### src/rtl/wb_arbiter.sv
// wb_arbiter: register-file write-port arbiter.
// Shares the single RF write port between the MEM/WB writeback and a
// long-latency unit whose results wait in a small circular queue and drain
// into idle writeback slots. A starvation counter forces one drain (with a
// one-cycle pipeline stall) after STARVE_MAX consecutive denied cycles.
// Optional feature macro: WB_ARB_CHK_EN builds the pending-write compare
// logic behind chk_hit_o; without it chk_hit_o is tied low.
module wb_arbiter #(
    parameter int unsigned DATA_W     = 32,
    parameter int unsigned ADDR_W     = 5,
    parameter int unsigned FIFO_DEPTH = 4,
    parameter int unsigned STARVE_MAX = 8
) (
    input  logic              clk_i,
    input  logic              rst_i,
    input  logic              pipe_we_i,
    input  logic [ADDR_W-1:0] pipe_addr_i,
    input  logic [DATA_W-1:0] pipe_data_i,
    input  logic              lu_valid_i,
    input  logic [ADDR_W-1:0] lu_addr_i,
    input  logic [DATA_W-1:0] lu_data_i,
    output logic              lu_ready_o,
    output logic              rf_we_o,
    output logic [ADDR_W-1:0] rf_addr_o,
    output logic [DATA_W-1:0] rf_data_o,
    output logic              stall_o,
    output logic              busy_o,
    input  logic [ADDR_W-1:0] chk_addr_i,
    output logic              chk_hit_o
);

    localparam int unsigned PTR_W = (FIFO_DEPTH > 1) ? $clog2(FIFO_DEPTH) : 1;
    localparam int unsigned CNT_W = PTR_W + 1;
    localparam int unsigned SC_W  = (STARVE_MAX > 1) ? $clog2(STARVE_MAX + 1) : 1;

    localparam logic [CNT_W-1:0] CNT_FULL   = CNT_W'(FIFO_DEPTH);
    localparam logic [SC_W-1:0]  STARVE_TOP = SC_W'(STARVE_MAX);

    // Who owns the write port this cycle
    typedef enum logic [1:0] {
        GR_NONE,
        GR_PIPE,
        GR_HEAD,
        GR_FORCE
    } grant_e;

    // Queue storage
    logic [FIFO_DEPTH-1:0] live_q, live_d;
    logic [ADDR_W-1:0]     addr_q [FIFO_DEPTH];
    logic [DATA_W-1:0]     data_q [FIFO_DEPTH];

    logic [PTR_W-1:0] rptr_q, rptr_d;
    logic [PTR_W-1:0] wptr_q, wptr_d;
    logic [CNT_W-1:0] count_q, count_d;
    logic [SC_W-1:0]  starve_q, starve_d;

    grant_e grant;
    logic   empty;
    logic   full;
    logic   force_drain;
    logic   head_grant;
    logic   enq;
    logic   deq;
    logic   kill;

    logic              head_live;
    logic [ADDR_W-1:0] head_addr;
    logic [DATA_W-1:0] head_data;

    assign head_live = live_q[rptr_q];
    assign head_addr = addr_q[rptr_q];
    assign head_data = data_q[rptr_q];

    // Grant decision and handshake qualifiers
    always_comb begin
        empty       = (count_q == '0);
        full        = (count_q == CNT_FULL);
        force_drain = !empty && (starve_q == STARVE_TOP);
        grant       = GR_NONE;
        if (force_drain) begin
            grant = GR_FORCE;
        end else if (pipe_we_i) begin
            grant = GR_PIPE;
        end else if (!empty) begin
            grant = GR_HEAD;
        end
        head_grant = (grant == GR_HEAD) || (grant == GR_FORCE);
        // r0 results are accepted but dropped; no acceptance when full
        enq        = lu_valid_i && !full && (lu_addr_i != '0);
        deq        = head_grant;
        kill       = (grant == GR_PIPE) && (pipe_addr_i != '0);
    end

    // Port outputs; forced to zero while reset is asserted
    always_comb begin
        rf_we_o    = 1'b0;
        rf_addr_o  = '0;
        rf_data_o  = '0;
        stall_o    = 1'b0;
        lu_ready_o = !full;
        busy_o     = !empty;
        unique case (grant)
            GR_PIPE: begin
                rf_we_o   = 1'b1;
                rf_addr_o = pipe_addr_i;
                rf_data_o = pipe_data_i;
            end
            GR_HEAD: begin
                rf_we_o   = head_live;
                rf_addr_o = head_addr;
                rf_data_o = head_data;
            end
            GR_FORCE: begin
                rf_we_o   = head_live;
                rf_addr_o = head_addr;
                rf_data_o = head_data;
                stall_o   = 1'b1;
            end
            default: begin
                rf_we_o = 1'b0;
            end
        endcase
        if (!rst_i) begin
            rf_we_o    = 1'b0;
            rf_addr_o  = '0;
            rf_data_o  = '0;
            stall_o    = 1'b0;
            lu_ready_o = 1'b0;
            busy_o     = 1'b0;
        end
    end

    // Next-state for pointers, occupancy, starvation counter and live bits
    always_comb begin
        rptr_d   = rptr_q;
        wptr_d   = wptr_q;
        count_d  = count_q;
        starve_d = starve_q;
        live_d   = live_q;

        if (deq) begin
            rptr_d = rptr_q + PTR_W'(1);
        end
        if (enq) begin
            wptr_d = wptr_q + PTR_W'(1);
        end
        unique case ({enq, deq})
            2'b10:   count_d = count_q + CNT_W'(1);
            2'b01:   count_d = count_q - CNT_W'(1);
            default: count_d = count_q;
        endcase

        if (head_grant || empty) begin
            starve_d = '0;
        end else if ((grant == GR_PIPE) && (starve_q != STARVE_TOP)) begin
            starve_d = starve_q + SC_W'(1);
        end

        // Kill is applied before the enqueue write so a same-cycle entry survives
        for (int unsigned i = 0; i < FIFO_DEPTH; i++) begin
            if (kill && (addr_q[i] == pipe_addr_i)) begin
                live_d[i] = 1'b0;
            end
            if (deq && (rptr_q == PTR_W'(i))) begin
                live_d[i] = 1'b0;
            end
            if (enq && (wptr_q == PTR_W'(i))) begin
                live_d[i] = 1'b1;
            end
        end
    end

    // Control state registers
    always_ff @(posedge clk_i or negedge rst_i) begin
        if (!rst_i) begin
            rptr_q   <= '0;
            wptr_q   <= '0;
            count_q  <= '0;
            starve_q <= '0;
            live_q   <= '0;
        end else begin
            rptr_q   <= rptr_d;
            wptr_q   <= wptr_d;
            count_q  <= count_d;
            starve_q <= starve_d;
            live_q   <= live_d;
        end
    end

    // Queue payload storage, written only on enqueue
    always_ff @(posedge clk_i) begin
        if (enq) begin
            addr_q[wptr_q] <= lu_addr_i;
            data_q[wptr_q] <= lu_data_i;
        end
    end

`ifdef WB_ARB_CHK_EN
    logic             chk_any;
    logic [PTR_W-1:0] chk_off;

    // Pending-write lookup over occupied, still-live queue entries
    always_comb begin
        chk_any = 1'b0;
        chk_off = '0;
        for (int unsigned i = 0; i < FIFO_DEPTH; i++) begin
            chk_off = PTR_W'(i) - rptr_q;
            if (({1'b0, chk_off} < count_q) && live_q[i] &&
                (addr_q[i] == chk_addr_i)) begin
                chk_any = 1'b1;
            end
        end
        chk_hit_o = rst_i && chk_any && (chk_addr_i != '0);
    end
`else
    logic unused_chk_addr;

    assign unused_chk_addr = ^chk_addr_i;
    assign chk_hit_o       = 1'b0;
`endif

endmodule

### config.mk
export PLATFORM = sky130hd
export DESIGN_NAME = wb_arbiter
export DESIGN_NICKNAME = d
export VERILOG_FILES = /design/src/rtl/wb_arbiter.sv
export SDC_FILE = /design/constraint.sdc
export NUM_CORES = 1
export LEC_CHECK = 0
export CAP_MARGIN = 20
export CORE_ASPECT_RATIO = 1.2
export CORE_MARGIN = 4
export CORE_UTILIZATION = 48
export DETAILED_ROUTE_END_ITERATION = 10
export PLACE_DENSITY = 0.77
export SLEW_MARGIN = 20
export SYNTH_ARGS = -nofsm -noshare
export SYNTH_HDL_FRONTEND = slang
export SYNTH_SLANG_ARGS = --single-unit
### constraint.sdc
create_clock -name clk_i -period 2.25 [get_ports clk_i]
set_input_delay 0.225 -clock clk_i [delete_from_list [all_inputs] [get_ports clk_i]]
set_output_delay 0.225 -clock clk_i [all_outputs]
set_load 0.02 [all_outputs]
**After elaboration in Yosys (flattened, before gate mapping)**

Memory sizes are Yosys's and may differ from the RTL's.
Cells that the tools add are included.

- Flip-flop bits (word level): 15
- Bits in latches: 0
- Memory bits (writable): 148
- Memory bits (read-only): 0
- Input bits: 83
- Output and inout port bits: 42
- Word-level logic and storage cells: 99
- Memories kept: 2

Memories:

| memory | words | bits a word | read ports | clocked after Yosys merged registers in | write ports | line | text |
|---|---|---|---|---|---|---|---|
| data_q | 4 | 32 | 1 | 0 | 1 | 50 | `logic [DATA_W-1:0] data_q [FIFO_DEPTH];` |
| addr_q | 4 | 5 | 5 | 0 | 1 | 49 | `logic [ADDR_W-1:0] addr_q [FIFO_DEPTH];` |

- $add $sub $neg: 5
- Multiply operators: 0
- Div/mod/pow operators: 0
- $lt $le $gt $ge: 1
- Equal/unequal tests: 18
- Shift-type cells: 0
- Mux-type cells: 32
- Bitwise operators: 0
- Reductions and logical operators: 33

Operators by type and width:

| cell | count |
|---|---|
| one-hot mux 32 bit (2 select lines) | 1 |
| two-way mux 32 bit | 1 |
| equality test 5 bit | 4 |
| two-way mux 1 bit | 20 |
| logical AND 1 bit | 17 |
| equality test 2 bit, second input constant | 7 |
| nonzero test 3 bit | 4 |
| one-hot mux 5 bit (2 select lines) | 1 |
| nonzero test 5 bit | 2 |
| equality test 2 x 1 -> 1 bit, second input constant | 4 |
| two-way mux 4 bit | 2 |
| two-way mux 2 bit | 3 |
| one-hot mux 3 bit (2 select lines) | 1 |
| two-way mux 5 bit | 1 |
| adder 2 x 1 -> 2 bit, second input constant | 2 |
| adder 4 x 1 -> 4 bit, second input constant | 1 |
| equality test 4 bit, second input constant | 1 |
| zero test 2 bit | 2 |
| != test 4 bit, second input constant | 1 |
| nonzero test 2 bit | 2 |
| adder 3 x 1 -> 3 bit, second input constant | 1 |
| equality test 3 bit, second input constant | 1 |
| zero test 3 bit | 1 |
| less-than comparator 2 x 3 -> 1 bit, second input constant | 1 |
| other kinds (6) | 8 |

**Longest topological paths before layout**

Gate-level depths: netlist of run 1.

- Depth in word-level cells: 10
- Depth in mapped cells: 11
- Gate-level depth less buffers: 10

**Worst setup path after synthesis of run 1**

No wires, ideal clock.

- Path kind: register to register
- Start point: reg starve_q[0]
- End point: reg count_q[2]
- Setup time: 0.079 ns
- Arrival: 2.169 ns
- Required time: 2.171 ns
- Path slack: 0.001 ns
- Stages on the path, launching flop included: 12
- Path buffers: 1
- Period minus slack after synthesis: 2.249 ns
- Cell sequence: dfrtp_1 > inv_1 > ha_1 > nand3b_4 > a21oi_4 > buf_2 > ha_1 > inv_1 > fa_1 > xor2_1 > nor2_1 > xor2_1

- Word-level cells in the longest chain between the ends: 7
- Elaborated cells between the ends (all ways): 10
- Classes of those cells: eq/ne (5); mux (2); reduce/logical (3)

RTL lines:

| item | line | text |
|---|---|---|
| start: declaration | 55 | `logic [SC_W-1:0] starve_q, starve_d;` |
| start signal: assignment | 185 | `starve_q <= starve_d;` |
| equality test 4 bit * | 78 | `force_drain = !empty && (starve_q == STARVE_TOP);` |
| logical AND 1 bit * | 78 |  |
| two-way mux 2 bit * | 80 | `if (force_drain) begin` |
| equality test 2 bit | 87 | `head_grant = (grant == GR_HEAD) \|\| (grant == GR_FORCE);` |
| logical OR 1 bit * | 87 |  |
| equality test 2 x 1 -> 1 bit or equality test 2 bit (tied branches) | 147 | `unique case ({enq, deq})` |
| one-hot mux 3 bit (2 select lines) or nonzero test 2 bit (tied branches) | - |  |
| end signal: assignment | 184 | `count_q <= count_d;` |
| end: declaration | 54 | `logic [CNT_W-1:0] count_q, count_d;` |

Mark *: on every way between the ends. The rest lies on a longest branch, timed or not.
A chain may end at the register's enable or synchronous reset.

**Worst setup path after layout of run 1**

- Start point: reg rptr_q[0]
- End point: out rf_data_o[22]

- Word-level cells in the longest chain between the ends: 3

RTL lines:

| item | line | text |
|---|---|---|
| start: declaration | 52 | `logic [PTR_W-1:0] rptr_q, rptr_d;` |
| start signal: assignment | 182 | `rptr_q <= rptr_d;` |
| memory read (4 x 32 bit) | - |  |
| one-hot mux 32 bit (2 select lines) | 102 | `unique case (grant)` |
| two-way mux 32 bit | 123 | `if (!rst_i) begin` |
| end: declaration | 25 | `output logic [DATA_W-1:0] rf_data_o,` |

Every way passes these cells.

==> results.md, run 1 <==
* Status: finished with violations
* Failing checks: negative setup slack
* Routability cong. at 0.766
* Area grow syn2layout at 35.0%
* Max Cap Violations at 0
* Die height at 141 um
* Hold path cells at 1
* Tot Pwr at 11.1 mW
* # DRC at 0
* R2R cell count at 11
* Port-buffer cells at 118
* Die ar. at about 17000 sq um
* Power Dens Cells at 1160 nW/um^2
* Vias in the first global route at 4387
* Final hold violation count at 0
* Required @ worst endpoint at about 2000 ps
* Post-synthesis cell type count at 36
* Clock tree from TritonCTS: yes
* Final setup violation count at 6
* CP Data Arrival Time at 2050 ps
* RSZ-0062 raised after global routing: true
* Global Route Usage Sum at 0.187
* Slew Limit Fails at 0
* CP endpoint kind: primary output
* Hold Slack at 155 ps
* Fraction of layout cells with a size suffix above 1 at 0.320
* DP HPWL at 10.1 mm
* CTS sink count at roughly 160
* DRT iter0 DRCs at 261
* Die Wd at 119 um
* Predominant post-synthesis flop cell: edfxtp_1
* Mapped cell area at approximately 7000 sq um
* Layout Nets at 663
* Via count at around 4200
* Final wirelength at 15.4 mm
* Drt first pass iters at 4
* Worst-path clk slew at 60 ps
* # H-tree levels at 4
* CTS Buffer Depth at 2
* Worst-skew pair later-pin latency at 410 ps
* Total gr overflow at 0
* Top post-synthesis cells by area: edfxtp_1 (63%), mux4_2 (12%), dfrtp_1 (5.3%)
* IO Count at 125
* Kind of critical path: flip-flop to primary output
* DR vias/cell at 5.52
* Async set-reset flop share out of synthesis at 0.0920
* Clock skew at approximately 6.2 ps
* YS warnings at 0
* Global-route wire length before repair at 23.8 mm
* Max Freq at 439 MHz
* Util after Layout at 0.661
* Synthesized area per cell at 17.5 sq um
* Num rows at 48
* Leakage at 3.47 nW
* Gate Count Post-Synth at 404
* Synth top area share at 0.630
* # diodes at 0
* Placed Cells at 703
* Post-route ant nets at 0
* Post-synth EDFFs at 148
* Syn nets at ~500
* Post-route insts no fill at approximately 760
* Fin crit share at 1.01
* Fill count at 979
* Shortest period the worst path allows at around 2300 ps
* Critical Path Fanout Max at 17
* PnR worst setup slack at -25.3 ps
* Seq/Total Area, Yosys at 0.683
* Wire per inst at 20.4 um
* CORE AREA at 14400 sq um
* Largest net degree at the start of global routing at 27
* Max rail drop VDD at 0.000595 V
* Initial Util at 0.489
* Top post-synthesis cells by count: edfxtp_1 (148), nor2_1 (41), mux4_2 (38)
* Initial antenna violation count at 0
* TritonCTS Buffers at 17
* Min-delay worst type: input port to flip-flop
* CP startpoint kind: flip-flop
* FF+latch count, synth at 163
* Hold_buf cts at 0
* Synth area leader: edfxtp_1
* Clock root cell: clkbuf_16
* Count leader, synth: edfxtp_1
[cell type report]
cell class | instances | area (sq um) | area share
Clock buffer | 19 | 433 | 0.0454
Clock inverter | 13 | 160 | 0.0168
Inverter | 12 | 45.0 | 0.00473
Multi-Input combinational cell | 203 | 2110 | 0.221
Sequential cell | 163 | 4820 | 0.506
Tap cell | 175 | 219 | 0.0230
Timing Repair Buffer | 171 | 1740 | 0.182
[path summary, 6_finish.rpt]
path,from,end,slack (ps)
max reg2reg,starve_q[1]$_DFFE_PN0P_,count_q[2]$_DFFE_PN0P_,20
min reg2reg,live_q[2]$_DFFE_PN0P_,live_q[2]$_DFFE_PN0P_,520
max,rptr_q[0]$_DFFE_PN0P_,rf_data_o[22],-30
max in group asynchronous,rst_i,rptr_q[0]$_DFFE_PN0P_,1750
min in group asynchronous,rst_i,count_q[1]$_DFFE_PN0P_,270
min,lu_addr_i[3],addr_q[2][3]$_DFFE_PP_,150
[repair_timing]
item / 4_1_cts / 5_1_grt
buffers inserted: 8 / 13
pin swaps: 2 / 7
cloned: 1 / 0
setup endpoints to repair: 41 / 39
resized for setup: 162 / 54
hold endpoints to repair: 0 / 0
[registers in the layout, indices dropped and copies added, names as in the netlist]
| signal | flops |
|---|---|
| addr_q | 20 |
| count_q | 3 |
| data_q | 128 |
| live_q | 4 |
| rptr_q | 2 |
| starve_q | 4 |
| wptr_q | 2 |
[power breakdown]
group	internal, mW	switching (mW)
clock	1.74	1.09
combinational	2.08	1.91
sequential	4.01	0.254
total	7.83	3.25
[through the flow]
stage / area (sq um) / TNS [ps] / setup WS [ps]
detailed placement: 8730 / -18880 / -459
global route: 9530 / -3640 / -134
global placement: 8730 / -14840 / -382
finish: 9530 / -60.5 / -25.3
floorplan: 7060 / 0 / 1.44
CTS: 9350 / -625 / -82.5
[cells in the final DEF, fill, tap and decap left out, drive strengths merged, types with 8 or more instances in the layout]
master,Yosys,final
nor2,42,42
dfrtp,15,15
edfxtp,148,148
clkinv,0,8
ha,11,11
xor2,23,23
clkdlybuf4s50,0,78
buf,22,91
inv,12,13
clkbuf,4,19
a22oi,37,37
mux4,38,38
[logic make-up after synthesis]
logic type      count (synthesis)  share of synthesized area
mux                            39                      0.123
other cells                     1                   0.000531
simple gates                   76                     0.0553
flops                         163                      0.683
compound gates                 48                     0.0534
xor+xnor                       27                     0.0335
buf+inv                        38                     0.0289
fa+ha+maj                      12                     0.0223
[routing by layer]
metal	up-vias	track usage	wire length [um]
met3	17	0.0365	646
met2	127	0.331	8360
met1	2112	0.229	6120
met5	-	0	0
li1	1915	-	-
met4	0	0.0708	317
[worst max-delay path, stage by stage, from the launching register on]
cell	delay (ps)
dfrtp_2	420
buf_12	190
buf_4	130
mux4_2	480
a22oi_1	160
nor2_1	80
buf_2	170
Note: power is estimated with default switching activity, not from simulation.
==> run 2, diff against run 1 <==
CORE_UTILIZATION = 35   (was 48)
PLACE_DENSITY = unset   (was 0.77)
==> run 2 against run 1 <==
Net effect: the flow still finishes with violations (negative setup slack); clock skew grew 3.2 ps; register-to-register slack gained 20 ps; critical path depth is the same; largest power group unchanged; routed wire length grew 5.3%; via count grew 0.17%.
==> results.md, run 2 (same netlist as run 1, synthesis figures left out) <==
* Status: finished with violations (unchanged)
* Failing checks: negative setup slack (unchanged)
* CORE AREA at 19700 sq um (was 14400 sq um)
* Vias in the first global route at 4458 (was 4387)
* Layout Nets at 666 (was 663)
* Global Route Usage Sum at 0.147 (was 0.187)
* Slowest stage cell, crit path: mux4_2 (unchanged)
* Max Freq at 443 MHz (was 439 MHz)
* Die height at 164 um (was 141 um)
* Num rows at 56 (was 48)
* Max rail drop VDD at 0.000599 V (was 0.000595 V)
* Crit path top cell by count: buf_4
* Max Cap Violations at 0 (unchanged)
* Fin crit share at 1.00 (was 1.01)
* # DRC at 0 (unchanged)
* Setup total negative slack at -34.4 ps (was -60.5 ps)
* Worst-path clk slew at 70 ps (was 60 ps)
* Clock tree from TritonCTS: yes (unchanged)
* Initial antenna violation count at 1 (was 0)
* Drt first pass iters at 4 (unchanged)
* Total gr overflow at 0 (unchanged)
* Biggest regs: data_q x128, addr_q x20 (unchanged)
* Min-delay worst type: input port to async pin (was input port to flip-flop)
* Wire per inst at 19.2 um (was 20.4 um)
* Post-route ant nets at 0 (unchanged)
* Initial Util at 0.358 (was 0.489)
* Slew Limit Fails at 0 (unchanged)
* RSZ-0062 raised after global routing: true (unchanged)
* Final hold violation count at 0 (unchanged)
* # diodes at 0 (unchanged)
* Area grow syn2layout at 39.1% (was 35.0%)
* Kind of critical path: flip-flop to primary output (unchanged)
* Routability cong. at 0.761 (was 0.766)
* DP HPWL at 10.6 mm (was 10.1 mm)
* Required @ worst endpoint at 2030 ps (about the same)
* Hold_buf cts at 0 (unchanged)
* Clock root cell: clkbuf_16 (unchanged)
* Critical Path Fanout Max at 8 (was 17)
* Worst-skew pair later-pin latency at 420 ps (was 410 ps)
* IO Count at 125 (unchanged)
* CP Data Arrival Time at 2030 ps (was 2050 ps)
* Tot Pwr at 11.3 mW (was 11.1 mW)
* CTS Buffer Depth at 2 (unchanged)
* Leakage at 3.50 nW (was 3.47 nW)
* CP startpoint kind: flip-flop (unchanged)
* Port-buffer cells at 118 (unchanged)
* Shortest period the worst path allows at 2260 ps (was 2280 ps)
* Power Dens Cells at 1150 nW/um^2 (was 1160 nW/um^2)
* Largest net degree at the start of global routing at 28 (was 27)
* DR vias/cell at 4.94 (was 5.52)
* Via count at 4178 (was 4171)
* Die Wd at 138 um (was 119 um)
* Commonest non-fill, non-tap cell in the layout: edfxtp_1 (unchanged)
* # H-tree levels at 4 (unchanged)
* Crit-path cells: buf_12 > buf_4 > mux4_2 > a22oi_2 > nor2b_1 > buf_4 (was buf_12 > buf_4 > mux4_2 > a22oi_1 > nor2_1 > buf_2)
* Crit path largest cell delay at 510 ps (was 480 ps)
* DRT iter0 DRCs at 156 (was 261)
* Fraction of layout cells with a size suffix above 1 at 0.366 (was 0.320)
* Global-route wire length before repair at 24.4 mm (was 23.8 mm)
* Most frequent cells in the layout: edfxtp_1 (148), clkdlybuf4s50_1 (78), buf_4 (47), nor2_1 (41), mux4_2 (38) (was edfxtp_1 (148), clkdlybuf4s50_1 (78), buf_4 (55), nor2_1 (40), mux4_2 (38))
* PnR worst setup slack at -7.04 ps (was -25.3 ps)
* CTS sink count at 163 (unchanged)
* CP endpoint kind: primary output (unchanged)
* Max FFs per register at 128 (unchanged)
* WP buf/inv at 3 (unchanged)
* Clock skew at 9.42 ps (was 6.21 ps)
* Crit-path leading delay family: multiplexers (was buffers and inverters)
* Final setup violation count at 9 (was 6)
* TritonCTS Buffers at 17 (unchanged)
* Die ar. at 22500 sq um (was 16700 sq um)
* Pre-CTS setup slack at -399 ps (was -459 ps)
* Reg with most FFs: data_q (unchanged)
* Final wirelength at 16.3 mm (was 15.4 mm)
==> run 2: changes by cell type in the layout (fill, tap and decap cells not counted), sizes merged <==
cell          before  now
dlymetal6s2s       1    0
clkinv             8    7
dlygate4sd2        1    2
bufinv             3    0
inv               13   19
clkbuf            19   20
==> run 2: path summary, 6_finish.rpt <==
| check | from | end | slack (ps) | depth (start not counted) |
|---|---|---|---|---|
| setup / recovery | rptr_q[0]$_DFFE_PN0P_ | rf_addr_o[0] | -7 | 6 |
| hold / removal | rst_i | starve_q[3]$_DFFE_PN0P_ | 310 | 2 |
| setup reg to reg | starve_q[1]$_DFFE_PN0P_ | count_q[2]$_DFFE_PN0P_ | 40 | 11 |
| hold reg to reg | live_q[3]$_DFFE_PN0P_ | live_q[3]$_DFFE_PN0P_ | 520 | 1 |
| max in group asynchronous | rst_i | rptr_q[0]$_DFFE_PN0P_ | 1740 | 2 |
| min in group clk_i | lu_data_i[26] | data_q[0][26]$_DFFE_PP_ | 430 | 1 |
==> run 2: layout make-up <==
type	instances	area [sq um]
Inverter	12	45.0
Multi-Input combinational cell	203	2230
Timing Repair Buffer	174	1810
Sequential cell	163	4820
Clock buffer	17	425
Clock inverter	15	163
Tap cell	261	327
Fill cell	1624	9880
==> run 2: what timing repair did <==
action                                  4_1_cts  5_1_grt
gates resized for setup                     182       49
cloned                                        1        2
setup buffers                                13        4
pin swaps                                     3       14
endpoints found under the setup margin       41       40
==> run 2: metal layers <==
layer | wire length, um | part of all wire | vias up | GRT usage
met3 | 729 | 0.045 | 23 | 0.0376
met5 | 13 | 0.00080 | - | 0
li1 | - | - | 1918 | -
met2 | 8630 | 0.53 | 105 | 0.257
met1 | 6640 | 0.41 | 2130 | 0.178
met4 | 251 | 0.015 | 2 | 0.0454
==> run 2: worst register-to-register path: stages (launching register included) <==
cell and delay [ps]:
dfrtp_1 380, inv_1 70, ha_2 180, nand3b_4 110, a21oi_4 210, buf_12 160, ha_1 180, inv_1 60
fa_1 380, xor2_1 150, nor2_1 110, xor2_1 150
==> run 2: per-stage QoR <==
stage	area [sq um]	hold WS [ps]	instances	util
6_report	9810	307	845	0.498
5_1_grt	9810	305	845	0.498
4_1_cts	9570	285	840	0.486
3_5_place_dp	8890	510	794	0.452
3_3_place_gp	8890	498	794	0.452
2_1_floorplan	7060	-70.6	404	-
==> run 2: power by group <==
part / total, mW / switching [mW] / internal, mW
Clock: 2.79 / 1.31 / 1.48
Sequential: 4.25 / 0.250 / 4.00
Combinational: 4.21 / 2.02 / 2.19
Total: 11.3 / 3.58 / 7.67
==> run 3, diff against run 2 <==
CORE_ASPECT_RATIO = unset   (was 1.2)
SETUP_SLACK_MARGIN = 0.05   (was unset)
==> run 3 against run 2 <==
Net effect: the flow still finishes with violations (negative setup slack); register-to-register slack better by 30 ps; die area hardly changed; critical path type unchanged; critical path depth increased by 3.
==> results.md, run 3 (same netlist as run 1, synthesis figures left out) <==
* Status: finished with violations (unchanged)
* Failing checks: negative setup slack (unchanged)
* Setup total negative slack at -280 ps (was -34.4 ps)
* Initial antenna violation count at 0 (was 1)
* # DRC at 0 (unchanged)
* Reg-to-reg slack, setup at 70 ps (was 40 ps)
* Drt first pass iters at 4 (unchanged)
* Die height at 150 um (was 164 um)
* Fraction of layout cells with a size suffix above 1 at 0.365 (was 0.366)
* WP buf/inv at 4 (was 3)
* Leakage at 3.52 nW (was 3.50 nW)
* Hold Slack at 206 ps (was 307 ps)
* CP Data Arrival Time at 2070 ps (was 2030 ps)
* Largest net degree at the start of global routing at 30 (was 28)
* Global-route wire length before repair at 25.4 mm (was 24.4 mm)
* Fill count at 1668 (was 1624)
* Port-buffer cells at 118 (unchanged)
* Max Freq at 435 MHz (was 443 MHz)
* DP HPWL at 11.2 mm (was 10.6 mm)
* Final instance area at 9830 sq um (was 9810 sq um)
* Via count at 4146 (was 4178)
* Final wirelength at 16.4 mm (was 16.3 mm)
* Worst-path clk slew at 60 ps (was 70 ps)
* Tot Pwr at 11.4 mW (was 11.3 mW)
* Biggest regs: data_q x128, addr_q x20 (unchanged)
* Routability cong. at 0.811 (was 0.761)
* Wire per inst at 19.2 um (about the same)
* Crit path largest cell delay at 380 ps (was 510 ps)
* Crit-path leading delay family: buffers and inverters (was multiplexers)
* Pre-CTS setup slack at -410 ps (was -399 ps)
* Vias in the first global route at 4527 (was 4458)
* CP endpoint kind: primary output (unchanged)
* Final setup violation count at 12 (was 9)
* Post-DP Area at 8950 sq um (was 8890 sq um)
* Post-route ant nets at 0 (unchanged)
* Die ar. at 22500 sq um (about the same)
* Multi-input logic area at 2220 sq um (was 2230 sq um)
* IO Count at 125 (unchanged)
* Required @ worst endpoint at 2030 ps (about the same)
* Kind of critical path: flip-flop to primary output (unchanged)
* TritonCTS Buffers at 17 (unchanged)
* Max rail drop VDD at 0.000687 V (was 0.000599 V)
* PnR worst setup slack at -47.7 ps (was -7.04 ps)
* Reg area at 4830 sq um (was 4820 sq um)
* Global Route Usage Sum at 0.152 (was 0.147)
* Area grow syn2layout at 39.3% (was 39.1%)
* Slowest stage cell, crit path: dfrtp_1 (was mux4_2)
* Max Cap Violations at 0 (unchanged)
* Worst-skew pair later-pin latency at 420 ps (about the same)
* Critical Path Fanout Max at 8 (unchanged)
* CTS Buffer Depth at 2 (unchanged)
* Placed Cells at 806 (was 794)
* Die Wd at 150 um (was 138 um)
* Min-delay worst type: input port to async pin (unchanged)
* Total gr overflow at 0 (unchanged)
* Num rows at 51 (was 56)
* Hold_buf cts at 0 (unchanged)
* Max FFs per register at 128 (unchanged)
* CORE AREA at 19700 sq um (about the same)
* Initial Util at 0.359 (was 0.358)
* Clock tree from TritonCTS: yes (unchanged)
* WP depth at 9 (was 6)
* Shortest period the worst path allows at 2300 ps (was 2260 ps)
* Final hold violation count at 0 (unchanged)
* Layout Nets at 669 (was 666)
* Power Dens Cells at 1160 nW/um^2 (was 1150 nW/um^2)
* RSZ-0062 raised after global routing: true (unchanged)
* CP startpoint kind: flip-flop (unchanged)
* DRT iter0 DRCs at 223 (was 156)
* R2R cell count at 12 (was 11)
* Crit-path cells: inv_1 > ha_2 > nand3b_4 > o21a_4 > buf_6 > buf_12 > a22oi_2 > nor2_1 > buf_4 (was buf_12 > buf_4 > mux4_2 > a22oi_2 > nor2b_1 > buf_4)
* Post-route insts no fill at 852 (was 845)
* Reg with most FFs: data_q (unchanged)
* DR vias/cell at 4.87 (was 4.94)
* Commonest non-fill, non-tap cell in the layout: edfxtp_1 (unchanged)
* Most frequent cells in the layout: edfxtp_1 (148), clkdlybuf4s50_1 (77), buf_4 (58), nor2_1 (40), mux4_2 (38) (was edfxtp_1 (148), clkdlybuf4s50_1 (78), buf_4 (47), nor2_1 (41), mux4_2 (38))
* # diodes at 0 (unchanged)
* Clock skew at 7.07 ps (was 9.42 ps)
* Fin crit share at 1.02 (was 1.00)
* CTS sink count at 163 (unchanged)
* # H-tree levels at 4 (unchanged)
* Slew Limit Fails at 0 (unchanged)
* Clock root cell: clkbuf_16 (unchanged)
* Util after Layout at 0.500 (was 0.498)
[run 3: cell count changes in the layout (fill, tap and decap cells not counted), sizes merged]
cell,delta
clkdlybuf4s50,-1
bufbuf,+1
clkinv,-1
buf,+5
inv,-5
clkbuf,-3
bufinv,+4
dlymetal6s2s,+1
clkinvlp,+2
[run 3: routing by layer]
| layer | GRT usage | part of all wire |
|---|---|---|
| met5 | 0 | 0 |
| met4 | 0.0467 | 0.013 |
| met3 | 0.0436 | 0.044 |
| met2 | 0.252 | 0.50 |
| met1 | 0.195 | 0.44 |
[run 3: worst paths after layout]
| path | start | to |
|---|---|---|
| setup / recovery | starve_q[1]$_DFFE_PN0P_ | rf_data_o[10] |
| hold reg to reg | live_q[3]$_DFFE_PN0P_ | live_q[3]$_DFFE_PN0P_ |
| max in group asynchronous | rst_i | rptr_q[0]$_DFFE_PN0P_ |
| setup reg to reg | starve_q[1]$_DFFE_PN0P_ | count_q[2]$_DFFE_PN0P_ |
| min in group clk_i | lu_data_i[13] | data_q[1][13]$_DFFE_PP_ |
| hold / removal | rst_i | starve_q[3]$_DFFE_PN0P_ |
[run 3: area by class of cell]
class / instances / share of cell area
sequential: 163 / 0.491
multi-input combinational: 203 / 0.226
timing repair buffer: 177 / 0.182
clock buffer: 17 / 0.0433
tap: 265 / 0.0337
clock inverter: 15 / 0.0191
inverter: 12 / 0.00458
[run 3: worst register-to-register path: stages (launching register included)]
cell and delay, ps:
dfrtp_1 380, inv_1 60, ha_2 190, nand3b_4 110
a21oi_4 170, buf_6 160, buf_12 140, ha_4 140
inv_2 30, fa_2 320, xor2_1 140, nor2_1 120
xor2_1 140
[run 3: power breakdown]
group / total, mW / internal (mW) / switching [mW] / leakage, nW
combinational: 4.18 / 2.19 / 1.99 / 1.69
sequential: 4.27 / 4.01 / 0.256 / 1.53
clock: 2.97 / 1.84 / 1.13 / 0.287
total: 11.4 / 8.04 / 3.38 / 3.52
[run 3: timing repair]
action                     4_1_cts  5_1_grt
gates cloned                     4        0
setup endpoints to repair       41       41
pin swaps                        5       15
resized for setup              205       33
setup buffers                   10        3
